## config.mk

```make
export PLATFORM = sky130hd
export DESIGN_NAME = logic_result_capture
export DESIGN_NICKNAME = d
export VERILOG_FILES = /design/src/rtl/logic_result_capture.sv
export SDC_FILE = /design/constraint.sdc
export NUM_CORES = 1
export LEC_CHECK = 0
export ABC_AREA = 1
export CAP_MARGIN = 15
export CORE_UTILIZATION = 48
export DETAILED_ROUTE_END_ITERATION = 6
export PLACE_DENSITY = 0.78
export SLEW_MARGIN = 40
export SYNTH_ARGS = -nofsm -noshare
export SYNTH_HDL_FRONTEND = slang
export SYNTH_SLANG_ARGS = --single-unit
```

## constraint.sdc

```tcl
create_clock -name LRC_i_clk -period 2.6 [get_ports LRC_i_clk]
set_clock_uncertainty 0.2 [all_clocks]
set_input_delay 0.26 -clock LRC_i_clk [delete_from_list [all_inputs] [get_ports LRC_i_clk]]
set_output_delay 0.26 -clock LRC_i_clk [all_outputs]
set_load 0.1 [all_outputs]
```

## src/rtl/logic_result_capture.sv

```systemverilog
// logic_result_capture: selects one of four logic results per beat and buffers it in a FWFT FIFO.
// Define LRC_PARITY_EN to store even parity per entry and expose it as LRC_o_parity.
module logic_result_capture #(
   parameter int WIDTH = 4,
   parameter int DEPTH = 4
) (
   input  logic                         LRC_i_clk,
   input  logic                         LRC_i_rst,
   input  logic [WIDTH-1:0]             LRC_i_and,
   input  logic [WIDTH-1:0]             LRC_i_or,
   input  logic [WIDTH-1:0]             LRC_i_not,
   input  logic [WIDTH-1:0]             LRC_i_xor,
   input  logic [1:0]                   LRC_i_sel,
   input  logic                         LRC_i_valid,
   output logic                         LRC_o_ready,
   output logic [WIDTH-1:0]             LRC_o_data,
   output logic                         LRC_o_valid,
   input  logic                         LRC_i_ready,
   output logic [$clog2(DEPTH):0]       LRC_o_count,
   output logic                         LRC_o_full,
   output logic                         LRC_o_empty,
`ifdef LRC_PARITY_EN
   output logic                         LRC_o_parity,
`endif
   output logic [7:0]                   LRC_o_total
);
   localparam int CW = $clog2(DEPTH) + 1;
   localparam int AW = $clog2(DEPTH);
`ifdef LRC_PARITY_EN
   localparam int EW = WIDTH + 1;
`else
   localparam int EW = WIDTH;
`endif
   logic [EW-1:0]    r_mem [DEPTH];
   logic [AW-1:0]    r_wr_ptr;
   logic [AW-1:0]    r_rd_ptr;
   logic [CW-1:0]    r_count;
   logic [7:0]       r_total;
   logic [WIDTH-1:0] w_sel;
   logic [EW-1:0]    w_entry;
   logic [EW-1:0]    w_head;
   logic             w_push;
   logic             w_pop;
   always_comb begin
      w_sel = LRC_i_sel == 2'd0 ? LRC_i_and :
              LRC_i_sel == 2'd1 ? LRC_i_or  :
              LRC_i_sel == 2'd2 ? LRC_i_not : LRC_i_xor;
`ifdef LRC_PARITY_EN
      w_entry = {^w_sel, w_sel};
`else
      w_entry = w_sel;
`endif
   end
   assign LRC_o_full  = r_count == CW'(DEPTH);
   assign LRC_o_empty = r_count == '0;
   assign LRC_o_ready = !LRC_o_full && !LRC_i_rst;
   assign LRC_o_valid = !LRC_o_empty;
   assign w_push      = LRC_i_valid && LRC_o_ready;
   assign w_pop       = LRC_o_valid && LRC_i_ready;
   assign w_head      = r_mem[r_rd_ptr];
   // Head is masked when empty so stale or uninitialised entries never leak out
   assign LRC_o_data  = LRC_o_empty ? '0 : w_head[WIDTH-1:0];
`ifdef LRC_PARITY_EN
   assign LRC_o_parity = LRC_o_empty ? 1'b0 : w_head[WIDTH];
`endif
   assign LRC_o_count = r_count;
   assign LRC_o_total = r_total;
   always_ff @(posedge LRC_i_clk) begin
      if (w_push) r_mem[r_wr_ptr] <= w_entry;
   end
   always_ff @(posedge LRC_i_clk) begin
      if (LRC_i_rst) begin
         r_wr_ptr <= '0;
         r_rd_ptr <= '0;
         r_count  <= '0;
         r_total  <= '0;
      end else begin
         if (w_push) r_wr_ptr <= r_wr_ptr + AW'(1);
         if (w_pop) r_rd_ptr <= r_rd_ptr + AW'(1);
         r_count <= r_count + CW'(w_push) - CW'(w_pop);
         if (w_push) r_total <= r_total + 8'd1;
      end
   end
endmodule

```

==> results of run 1 <==
-- report_power, final --
group          internal, W  switching, W
Combinational     0.000302      0.000930
Sequential        0.000616     0.0000666
Clock             0.000200      0.000164
Total              0.00112       0.00116
-- layout make-up --
class                   count  area (sq um)
flip-flops and latches     33           832
clock buffers               6          41.3
fillers                   253           946
multi-input cells         127           748
repair buffers             43           388
inverters                  28           109
well taps                  44          55.1
clock inverters             2          33.8
-- cells in the mapped netlist, drive strengths merged, types with 2 or more instances --
master,count
a21oi,16
buf,3
dfxtp,17
edfxtp,16
ha,7
inv,28
nand2,30
nand3,7
nor2,41
o21ai,16
o31ai,3
xor2,2
-- metrics by stage --
step                      hold WS [ns]  instances
after floorplan                  0.122        192
after global placement           0.277        275
after detailed placement         0.282        275
after CTS                        0.307        283
after global routing             0.326        283
final                            0.306        283
-- state kept, by name (all words and copies together) (netlist names), named ones only --
register     cells
LRC_o_count      3
LRC_o_total      8
r_mem           16
r_rd_ptr         2
r_wr_ptr         2
-- kinds of logic (layout without fill, tap and decap cells) --
| group | after synthesis | in the layout | share of synthesized area |
|---|---|---|---|
| AO/OA/AOI/OAI | 36 | 36 | 0.117 |
| XOR/XNOR | 3 | 3 | 0.0160 |
| adder cells (fa/ha/maj) | 8 | 8 | 0.0654 |
| buffers and inverters | 32 | 79 | 0.0860 |
| flip-flops | 33 | 33 | 0.499 |
| AND/OR/NAND/NOR | 80 | 80 | 0.216 |
-- metal layers --
| layer | global-route usage | share of wire | wire, um |
|---|---|---|---|
| met5 | 0 | 0 | 0 |
| met3 | 0.0746 | 0.049 | 159 |
| met4 | 0.0682 | 0.011 | 34 |
| met1 | 0.236 | 0.44 | 1410 |
| met2 | 0.331 | 0.50 | 1610 |
-- how the worst max path moves through the flow --
stage	to	startpoint
final	LRC_o_count[2]	LRC_o_count[0]
after global routing	LRC_o_count[2]	LRC_o_count[0]
after CTS	LRC_o_count[2]	LRC_o_count[0]
after detailed placement	LRC_o_count[2]	LRC_i_valid
after global placement	LRC_o_count[2]	LRC_i_valid
after floorplan	LRC_o_data[0]	LRC_o_count[1]
-- worst reg2reg max path, cell delays in order, from the launching register on --
cell and delay (ns):
dfxtp_4 0.37, nor2_4 0.20, nand2_8 0.07, nand2_1 0.09
inv_2 0.06, ha_1 0.26, inv_1 0.06, ha_1 0.13
inv_1 0.05, fa_1 0.35, inv_1 0.07, o21ai_0 0.08
a21oi_1 0.13
==> flow_metrics.env, run 1 <==
export IMPL_path_delay_family="adder cells"
export IMPL_synth_top_flop_cell="dfxtp_1"
export IMPL_reg2reg_depth=12
export IMPL_synthTopCellsByArea="edfxtp_1 29%, dfxtp_1 21%, nor2_1 8.9%"
export IMPL_cts_resized_gates=0
export IMPL_wirelength_mm=3.21
export IMPL_vias_per_cell=4.87
export IMPL_setup_viol=0
export IMPL_grt_pass1_wl_mm=5.26
export IMPL_power_w=0.00228
export IMPL_clock_sinks=33
export IMPL_wl_per_cell_um=11.4
export IMPL_postCtsSetupBuffers=0
export IMPL_die_h_um=60.5
export IMPL_relSlewSlack=0.648
export IMPL_clk_latency_ns=0.33
export IMPL_post_route_drc_count=0
export IMPL_crit_path_start_kind="flip-flop"
export IMPL_tightest_slew_ns=0.523
export IMPL_rsz0062_at_grt="no"
export IMPL_antenna_cells=0
export IMPL_fin_nets=268
export IMPL_async_flop_share=0
export IMPL_fmax_mhz=459
export IMPL_synth_area_sq_um=1640
export IMPL_whs_path_depth=2
export IMPL_rows=20
export IMPL_synth_seq_area_share=0.499
export IMPL_yosys_area_top_type_share=0.292
export IMPL_die_area_sq_um=3660
export IMPL_critPathMaxFanout=5
export IMPL_numCtsBuffers=5
export IMPL_critical_path_buf_inv_count=4
export IMPL_io_buffers=40
export IMPL_drive_above_1_share=0.197
export IMPL_cp_data_arrival_time_ns=2.24
export IMPL_yosysWarningCount=0
export IMPL_antenna_found_initial=0
export IMPL_area_delta_synth_final_pct=34.2
export IMPL_grt_overflow_total=0
export IMPL_setup_ws_ns=0.423
export IMPL_ys_ff_latch=33
export IMPL_clk_pin_slew_ns=0.10
export IMPL_dpl_cell_area_sq_um=2130
export IMPL_fin_tns_setup_ns=0
export IMPL_start_util=0.521
export IMPL_layout_commonest_cell="nor2_1"
export IMPL_die_w_um=60.5
export IMPL_timing_rr_end="LRC_o_count[2]"
export IMPL_gp_congestion=0.771
export IMPL_post_route_util=0.700
export IMPL_drt_pass1_iterations=4
export IMPL_grt_pass1_vias=1287
export IMPL_pre_cts_slack_ns=0.268
export IMPL_holdPathEnd="r_rd_ptr[1]"
export IMPL_grtUsageTotal=0.199
export IMPL_r2r_setup_slack_ns=0.42
export IMPL_synthCells=192
export IMPL_post_synth_cell_area_avg_sq_um=8.56
export IMPL_cpMostUsedCell="inv_1"
export IMPL_cts_path_max_buffers=2
export IMPL_root_buffer="clkbuf_4"
export IMPL_drt_iter0_drc=62
export IMPL_final_cell_mix="39 x nor2_1, 27 x nand2_1, 24 x inv_1, 21 x clkdlybuf4s50_1, 21 x buf_4"
export IMPL_final_max_slew_viol_count=0
export IMPL_path_class="flip-flop to flip-flop"
export IMPL_synth_edf_count=16
export IMPL_p_per_area_nw_per_um2=1030
export IMPL_crit_chain="nor2_4, nand2_8, nand2_1, inv_2, ha_1, inv_1, ha_1, inv_1, fa_1, inv_1, o21ai_0, a21oi_1"
export IMPL_io_pins=41
export IMPL_fin_crit_sh=0.837
export IMPL_dp_hpwl_mm=2.54
export IMPL_status="finished clean"
export IMPL_core_area_sq_um=3150
export IMPL_maxCapViolations=0
export IMPL_syn_nets=222
export IMPL_htreeDepth=2
export IMPL_fin_crit_ns=2.18
export IMPL_synthDistinctLibCells=28
export IMPL_r2r_start="LRC_o_count[0]"
export IMPL_cts_tree="yes"
export IMPL_worstHoldStart="r_rd_ptr[1]"
export IMPL_final_area_sq_um=2210
export IMPL_grt_max_degree=15
export IMPL_p_leak_nw=0.929
export IMPL_crit_required_ns=2.66
export IMPL_hold_violations=0
export IMPL_cp_slowest_cell="dfxtp_4"
export IMPL_critPathMaxStageDelay_ns=0.37
export IMPL_cp_depth=12
export IMPL_ir_drop_mv=0.498
export IMPL_postCtsHoldBufs=0
export IMPL_netlist_top_cell_by_area="edfxtp_1"
export IMPL_ant_nets=0
export IMPL_hold_class="flip-flop to flip-flop"
export IMPL_crit_path_end_kind="flip-flop"
export IMPL_vias=1379
No activity file was read; power rests on OpenSTA's default activity.
==> inputs of run 2 (changes only) <==
==> constraint.sdc (replaced) <==
create_clock -name LRC_i_clk -period 2.1 [get_ports LRC_i_clk]
set_clock_uncertainty 0.2 [all_clocks]
set_input_delay 0.21 -clock LRC_i_clk [delete_from_list [all_inputs] [get_ports LRC_i_clk]]
set_output_delay 0.21 -clock LRC_i_clk [all_outputs]
set_load 0.1 [all_outputs]
==> run 2 against run 1 <==
Against the previous run: power is 36% higher; sequential share of layout area is 2.9 points lower; worst setup slack worse by 0.41 ns; critical path depth stayed put; via count is 3.8% higher; first-iteration DRC count is 3.2% lower; worst hold slack better by 0.0020 ns; clock power hardly changed; combinational power is 54% higher; critical path type unchanged.
==> flow_metrics.env, run 2 (synthesis results as in run 1) <==
export IMPL_numCtsBuffers=5
export IMPL_start_util=0.521
export IMPL_pwr_share_clk=0.117
export IMPL_switching_share=0.494
export IMPL_critPathMaxFanout=2
export IMPL_grt_pass1_vias=1430
export IMPL_path_class="flip-flop to flip-flop"
export IMPL_tightest_slew_ns=0.401
export IMPL_hold_violations=0
export IMPL_dp_hpwl_mm=2.78
export IMPL_rsz0062_at_grt="yes"
export IMPL_r2r_start="LRC_o_count[0]"
export IMPL_stdcell_count=295
export IMPL_crit_required_ns=2.12
export IMPL_p_seq_frac=0.271
export IMPL_root_buffer="clkbuf_4"
export IMPL_vias=1432
export IMPL_fin_crit_sh=0.992
export IMPL_cts_path_max_buffers=2
export IMPL_p_switching_w=0.00154
export IMPL_combPwrFrac=0.612
export IMPL_setup_viol=0
export IMPL_clock_sinks=33
export IMPL_ant_nets=0
export IMPL_final_cell_mix="39 x nor2_1, 27 x buf_4, 26 x nand2_1, 21 x inv_1, 21 x clkdlybuf4s50_1"
export IMPL_intPower_w=0.00157
export IMPL_maxCapViolations=0
export IMPL_drt_pass1_iterations=4
export IMPL_status="finished clean"
export IMPL_whs_path_depth=2
export IMPL_relSlewSlack=0.732
export IMPL_final_area_sq_um=2400
export IMPL_final_max_slew_viol_count=0
export IMPL_area_delta_synth_final_pct=45.7
export IMPL_gp_congestion=0.747
export IMPL_antenna_found_initial=0
export IMPL_crit_path_start_kind="flip-flop"
export IMPL_cts_tree="yes"
export IMPL_io_pins=41
export IMPL_htreeDepth=2
export IMPL_antenna_cells=0
export IMPL_cp_data_arrival_time_ns=2.10
export IMPL_grtUsageTotal=0.224
export IMPL_grt_pass1_wl_mm=6.02
export IMPL_clk_latency_ns=0.33
export IMPL_p_leak_nw=1.00
export IMPL_grt_max_degree=15
export IMPL_placed_cells=281
export IMPL_layout_commonest_cell="nor2_1"
export IMPL_dpl_cell_area_sq_um=2250
export IMPL_postCtsHoldBufs=0
export IMPL_largest_register="r_mem"
export IMPL_drive_above_1_share=0.271
export IMPL_timing_rr_end="LRC_o_count[2]"
export IMPL_p_per_area_nw_per_um2=1300
export IMPL_core_area_sq_um=3150
export IMPL_rows=20
export IMPL_die_area_sq_um=3660
export IMPL_grt_overflow_total=0
export IMPL_wirelength_mm=3.64
export IMPL_r2r_setup_slack_ns=0.02
export IMPL_vias_per_cell=4.85
export IMPL_ir_drop_mv=0.819
export IMPL_worstHoldStart="LRC_o_total[1]"
export IMPL_hold_class="flip-flop to flip-flop"
export IMPL_fmax_mhz=480
export IMPL_die_w_um=60.5
export IMPL_holdPathEnd="LRC_o_total[1]"
export IMPL_io_buffers=40
export IMPL_largest_register_ffs=16
export IMPL_post_route_drc_count=0
export IMPL_clk_pin_slew_ns=0.10
export IMPL_wl_per_cell_um=12.4
export IMPL_fin_nets=280
export IMPL_drt_iter0_drc=60
export IMPL_crit_path_end_kind="flip-flop"
export IMPL_reg2reg_depth=12
export IMPL_die_h_um=60.5
export IMPL_fin_crit_ns=2.08
run 2: cell types whose count changed in the layout (fill, tap and decap cells not counted), sizes merged:
cell,previous run,this run
buf,22,34
clkbuf,6,8
bufinv,1,0
clkinv,1,0
run 2: power by group through the flow:
stage,clock network [W],logic [W],registers [W]
after floorplan,0,0.00107,0.00103
after global placement,0,0.00174,0.000858
after detailed placement,0,0.00177,0.000864
after CTS,0.000375,0.00181,0.000845
after global routing,0.000408,0.00200,0.000852
final,0.000364,0.00190,0.000842
run 2: critical path: stages, from the launching register on:
cell	delay, ns
dfxtp_4	0.37
nor2_4	0.21
nand2_8	0.07
nand2_4	0.08
inv_4	0.04
ha_4	0.22
inv_2	0.06
ha_4	0.12
inv_2	0.03
fa_2	0.37
inv_2	0.07
buf_4	0.09
a21oi_1	0.05
run 2: layout make-up:
class                   count  area (sq um)
clock buffers               8          58.8
fillers                   227           757
inverters                  28           111
multi-input cells         127           783
flip-flops and latches     33           835
well taps                  44          55.1
repair buffers             55           553
run 2: per-layer routing:
layer / part of all wire / GRT usage / routed length (um) / up-vias
met4: 0.015 / 0.0974 / 53 / 0
met1: 0.42 / 0.266 / 1540 / 649
met3: 0.043 / 0.0469 / 155 / 8
li1: - / - / - / 741
met2: 0.52 / 0.392 / 1900 / 34
met5: 0 / 0 / 0 / -
run 2: worst max path at each step:
stage	start	end	slack, ns
finish	LRC_o_count[0]	LRC_o_count[2]	0.02
global route	LRC_o_count[0]	LRC_o_count[2]	-0.06
CTS	LRC_o_count[1]	LRC_o_count[1]	0.005
detailed placement	LRC_i_valid	LRC_o_count[2]	-0.18
global placement	LRC_i_valid	LRC_o_count[2]	-0.08
floorplan	LRC_o_count[1]	LRC_o_data[0]	-0.49
run 2: timing repair:
action,CTS,global route
pin swaps,1,6
buffers inserted,1,5
gates resized for setup,5,10
setup endpoints to repair,2,6
run 2: metrics by stage:
stage | TNS, ns | hold slack, ns | power, W | worst slack (ns) | utilization
global route | -0.274 | 0.340 | 0.00326 | -0.0650 | 0.760
global placement | -0.110 | 0.267 | 0.00260 | -0.0775 | 0.715
detailed placement | -0.289 | 0.291 | 0.00264 | -0.183 | 0.715
floorplan | -2.42 | 0.0716 | 0.00210 | -0.495 | -
CTS | 0 | 0.310 | 0.00303 | 0.00514 | 0.739
finish | 0 | 0.308 | 0.00311 | 0.0171 | 0.760
==> inputs of run 3 (changes only) <==
--- a/config.mk
+++ b/config.mk
@@ -7,9 +7,9 @@
 export LEC_CHECK = 0
 export ABC_AREA = 1
 export CAP_MARGIN = 15
-export CORE_UTILIZATION = 48
+export CORE_UTILIZATION = 50
 export DETAILED_ROUTE_END_ITERATION = 6
-export PLACE_DENSITY = 0.78
+export DONT_BUFFER_PORTS = 1
 export SLEW_MARGIN = 40
 export SYNTH_ARGS = -nofsm -noshare
 export SYNTH_HDL_FRONTEND = slang
==> run 3 against run 2 <==
Against the previous run: non-clock buffer count fell by 20; clock-buffer cell count fell by 2; clock power rose by 23%; global-route usage fell by 3.5 points; final area fell by 8.8%; register-to-register slack improved by 0.05 ns; first-iteration DRC count fell by 37%; critical endpoint unchanged; largest power group unchanged; highest routed layer unchanged.
==> flow_metrics.env, run 3 (synthesis results as in run 1) <==
export IMPL_grt_pass1_wl_mm=4.89
export IMPL_final_max_slew_viol_count=0
export IMPL_fin_crit_ns=2.03
export IMPL_crit_path_end_kind="flip-flop"
export IMPL_cp_data_arrival_time_ns=2.09
export IMPL_rsz0062_at_grt="yes"
export IMPL_regArea_sq_um=835
export IMPL_drt_pass1_iterations=4
export IMPL_final_cell_mix="39 x nor2_1, 26 x nand2_1, 22 x buf_4, 21 x inv_1, 16 x edfxtp_1"
export IMPL_antenna_cells=0
export IMPL_die_w_um=59.3
export IMPL_clk_latency_ns=0.33
export IMPL_status="finished clean"
export IMPL_clk_pin_slew_ns=0.10
export IMPL_drive_above_1_share=0.260
export IMPL_fillers=261
export IMPL_setup_viol=0
export IMPL_post_route_drc_count=0
export IMPL_ir_drop_mv=0.602
export IMPL_path_class="flip-flop to flip-flop"
export IMPL_hold_violations=0
export IMPL_p_leak_nw=0.918
export IMPL_htreeDepth=2
export IMPL_largest_register_ffs=16
export IMPL_gp_congestion=0.805
export IMPL_grt_pass1_vias=1214
export IMPL_relSlewSlack=0.644
export IMPL_hold_class="input port to flip-flop"
export IMPL_tightest_slew_ns=0.529
export IMPL_grt_max_degree=15
export IMPL_fin_tns_setup_ns=0
export IMPL_fin_nets=260
export IMPL_die_h_um=59.3
export IMPL_vias=1322
export IMPL_cts_path_max_buffers=2
export IMPL_dp_hpwl_mm=2.26
export IMPL_critPathMaxFanout=3
export IMPL_wirelength_mm=3.13
export IMPL_vias_per_cell=4.81
export IMPL_layout_commonest_cell="nor2_1"
export IMPL_wl_per_cell_um=11.4
export IMPL_core_area_sq_um=3080
export IMPL_crit_required_ns=2.16
export IMPL_crit_path_start_kind="flip-flop"
export IMPL_drt_iter0_drc=38
export IMPL_clock_sinks=33
export IMPL_area_delta_synth_final_pct=32.9
export IMPL_largest_register="r_mem"
export IMPL_antenna_found_initial=0
export IMPL_io_buffers=0
export IMPL_numCtsBuffers=5
export IMPL_p_per_area_nw_per_um2=1380
export IMPL_root_buffer="clkbuf_4"
export IMPL_die_area_sq_um=3520
export IMPL_final_area_sq_um=2180
export IMPL_ant_nets=0
export IMPL_cts_tree="yes"
export IMPL_fmax_mhz=492
export IMPL_start_util=0.534
export IMPL_fin_crit_sh=0.968
export IMPL_io_pins=41
export IMPL_grtUsageTotal=0.189
export IMPL_dpl_cell_area_sq_um=1970
export IMPL_multi_input_area_sq_um=773
export IMPL_grt_overflow_total=0
export IMPL_rows=20
export IMPL_maxCapViolations=0
-- run 3: changes by cell type in the layout (fill, tap and decap cells not counted) --
cell             change
o21ai_1              -1
clkbuf_1             -1
bufinv_16            +1
buf_12               -3
clkdlybuf4s50_1     -21
dlygate4sd3_1        +9
o21ai_0              +1
ha_2                 +1
clkbuf_8             -1
clkinv_1             +1
ha_4                 -1
buf_4                -5
-- run 3: what timing repair did --
item,CTS,global route
hold buffers,9,0
hold endpoints to repair,27,0
pin swaps,1,4
gates resized for setup,2,11
setup buffers,0,3
gates cloned,0,0
endpoints found under the setup margin,1,6
-- run 3: final cells by class --
type                            count  share of cell area
Clock inverter                      2              0.0155
Timing Repair Buffer               35               0.153
Tap cell                           44              0.0252
Clock buffer                        6              0.0189
Inverter                           28              0.0510
Sequential cell                    33               0.382
Multi-Input combinational cell    127               0.354
-- run 3: critical path, stage by stage, from the launching register on --
cell,delay (ns)
dfxtp_4,0.36
nor2_4,0.19
nand2_4,0.09
nand3_4,0.08
ha_4,0.20
inv_2,0.04
ha_2,0.15
inv_2,0.04
fa_2,0.34
inv_2,0.06
o21ai_1,0.07
a21oi_1,0.11
-- run 3: stage by stage --
step           utilization  power [W]  instances  hold WS [ns]  setup WS, ns
5_1_grt              0.710    0.00315        275        0.0292       -0.0386
6_report             0.710    0.00302        275        0.0171        0.0676
3_3_place_gp         0.640    0.00247        255        0.0739        0.0552
3_5_place_dp         0.640    0.00249        255        0.0753     -0.000749
4_1_cts              0.696    0.00296        272       0.00517       0.00369
2_1_floorplan            -    0.00210        192        0.0716        -0.495
-- run 3: per-layer routing --
layer / vias to the layer above / track usage / wire, um
met2: 33 / 0.300 / 1490
met5: - / 0 / 0
li1: 694 / - / -
met1: 590 / 0.241 / 1460
met4: 0 / 0.0816 / 37
met3: 5 / 0.0524 / 144
-- run 3: final timing paths --
kind                    end  depth (start not counted)      startpoint  slack [ns]
max          LRC_o_count[2]                         11  LRC_o_count[0]        0.07
min          LRC_o_total[3]                          4       LRC_i_rst        0.02
max reg2reg  LRC_o_count[2]                         11  LRC_o_count[0]        0.07
min reg2reg       flip-flop                          2     r_rd_ptr[1]        0.30
-- run 3: report_power, final --
part | switching (W) | internal [W] | total [W]
Combinational | 0.00122 | 0.000517 | 0.00174
Sequential | 0.0000679 | 0.000763 | 0.000831
Clock | 0.000202 | 0.000248 | 0.000449
Total | 0.00149 | 0.00153 | 0.00302
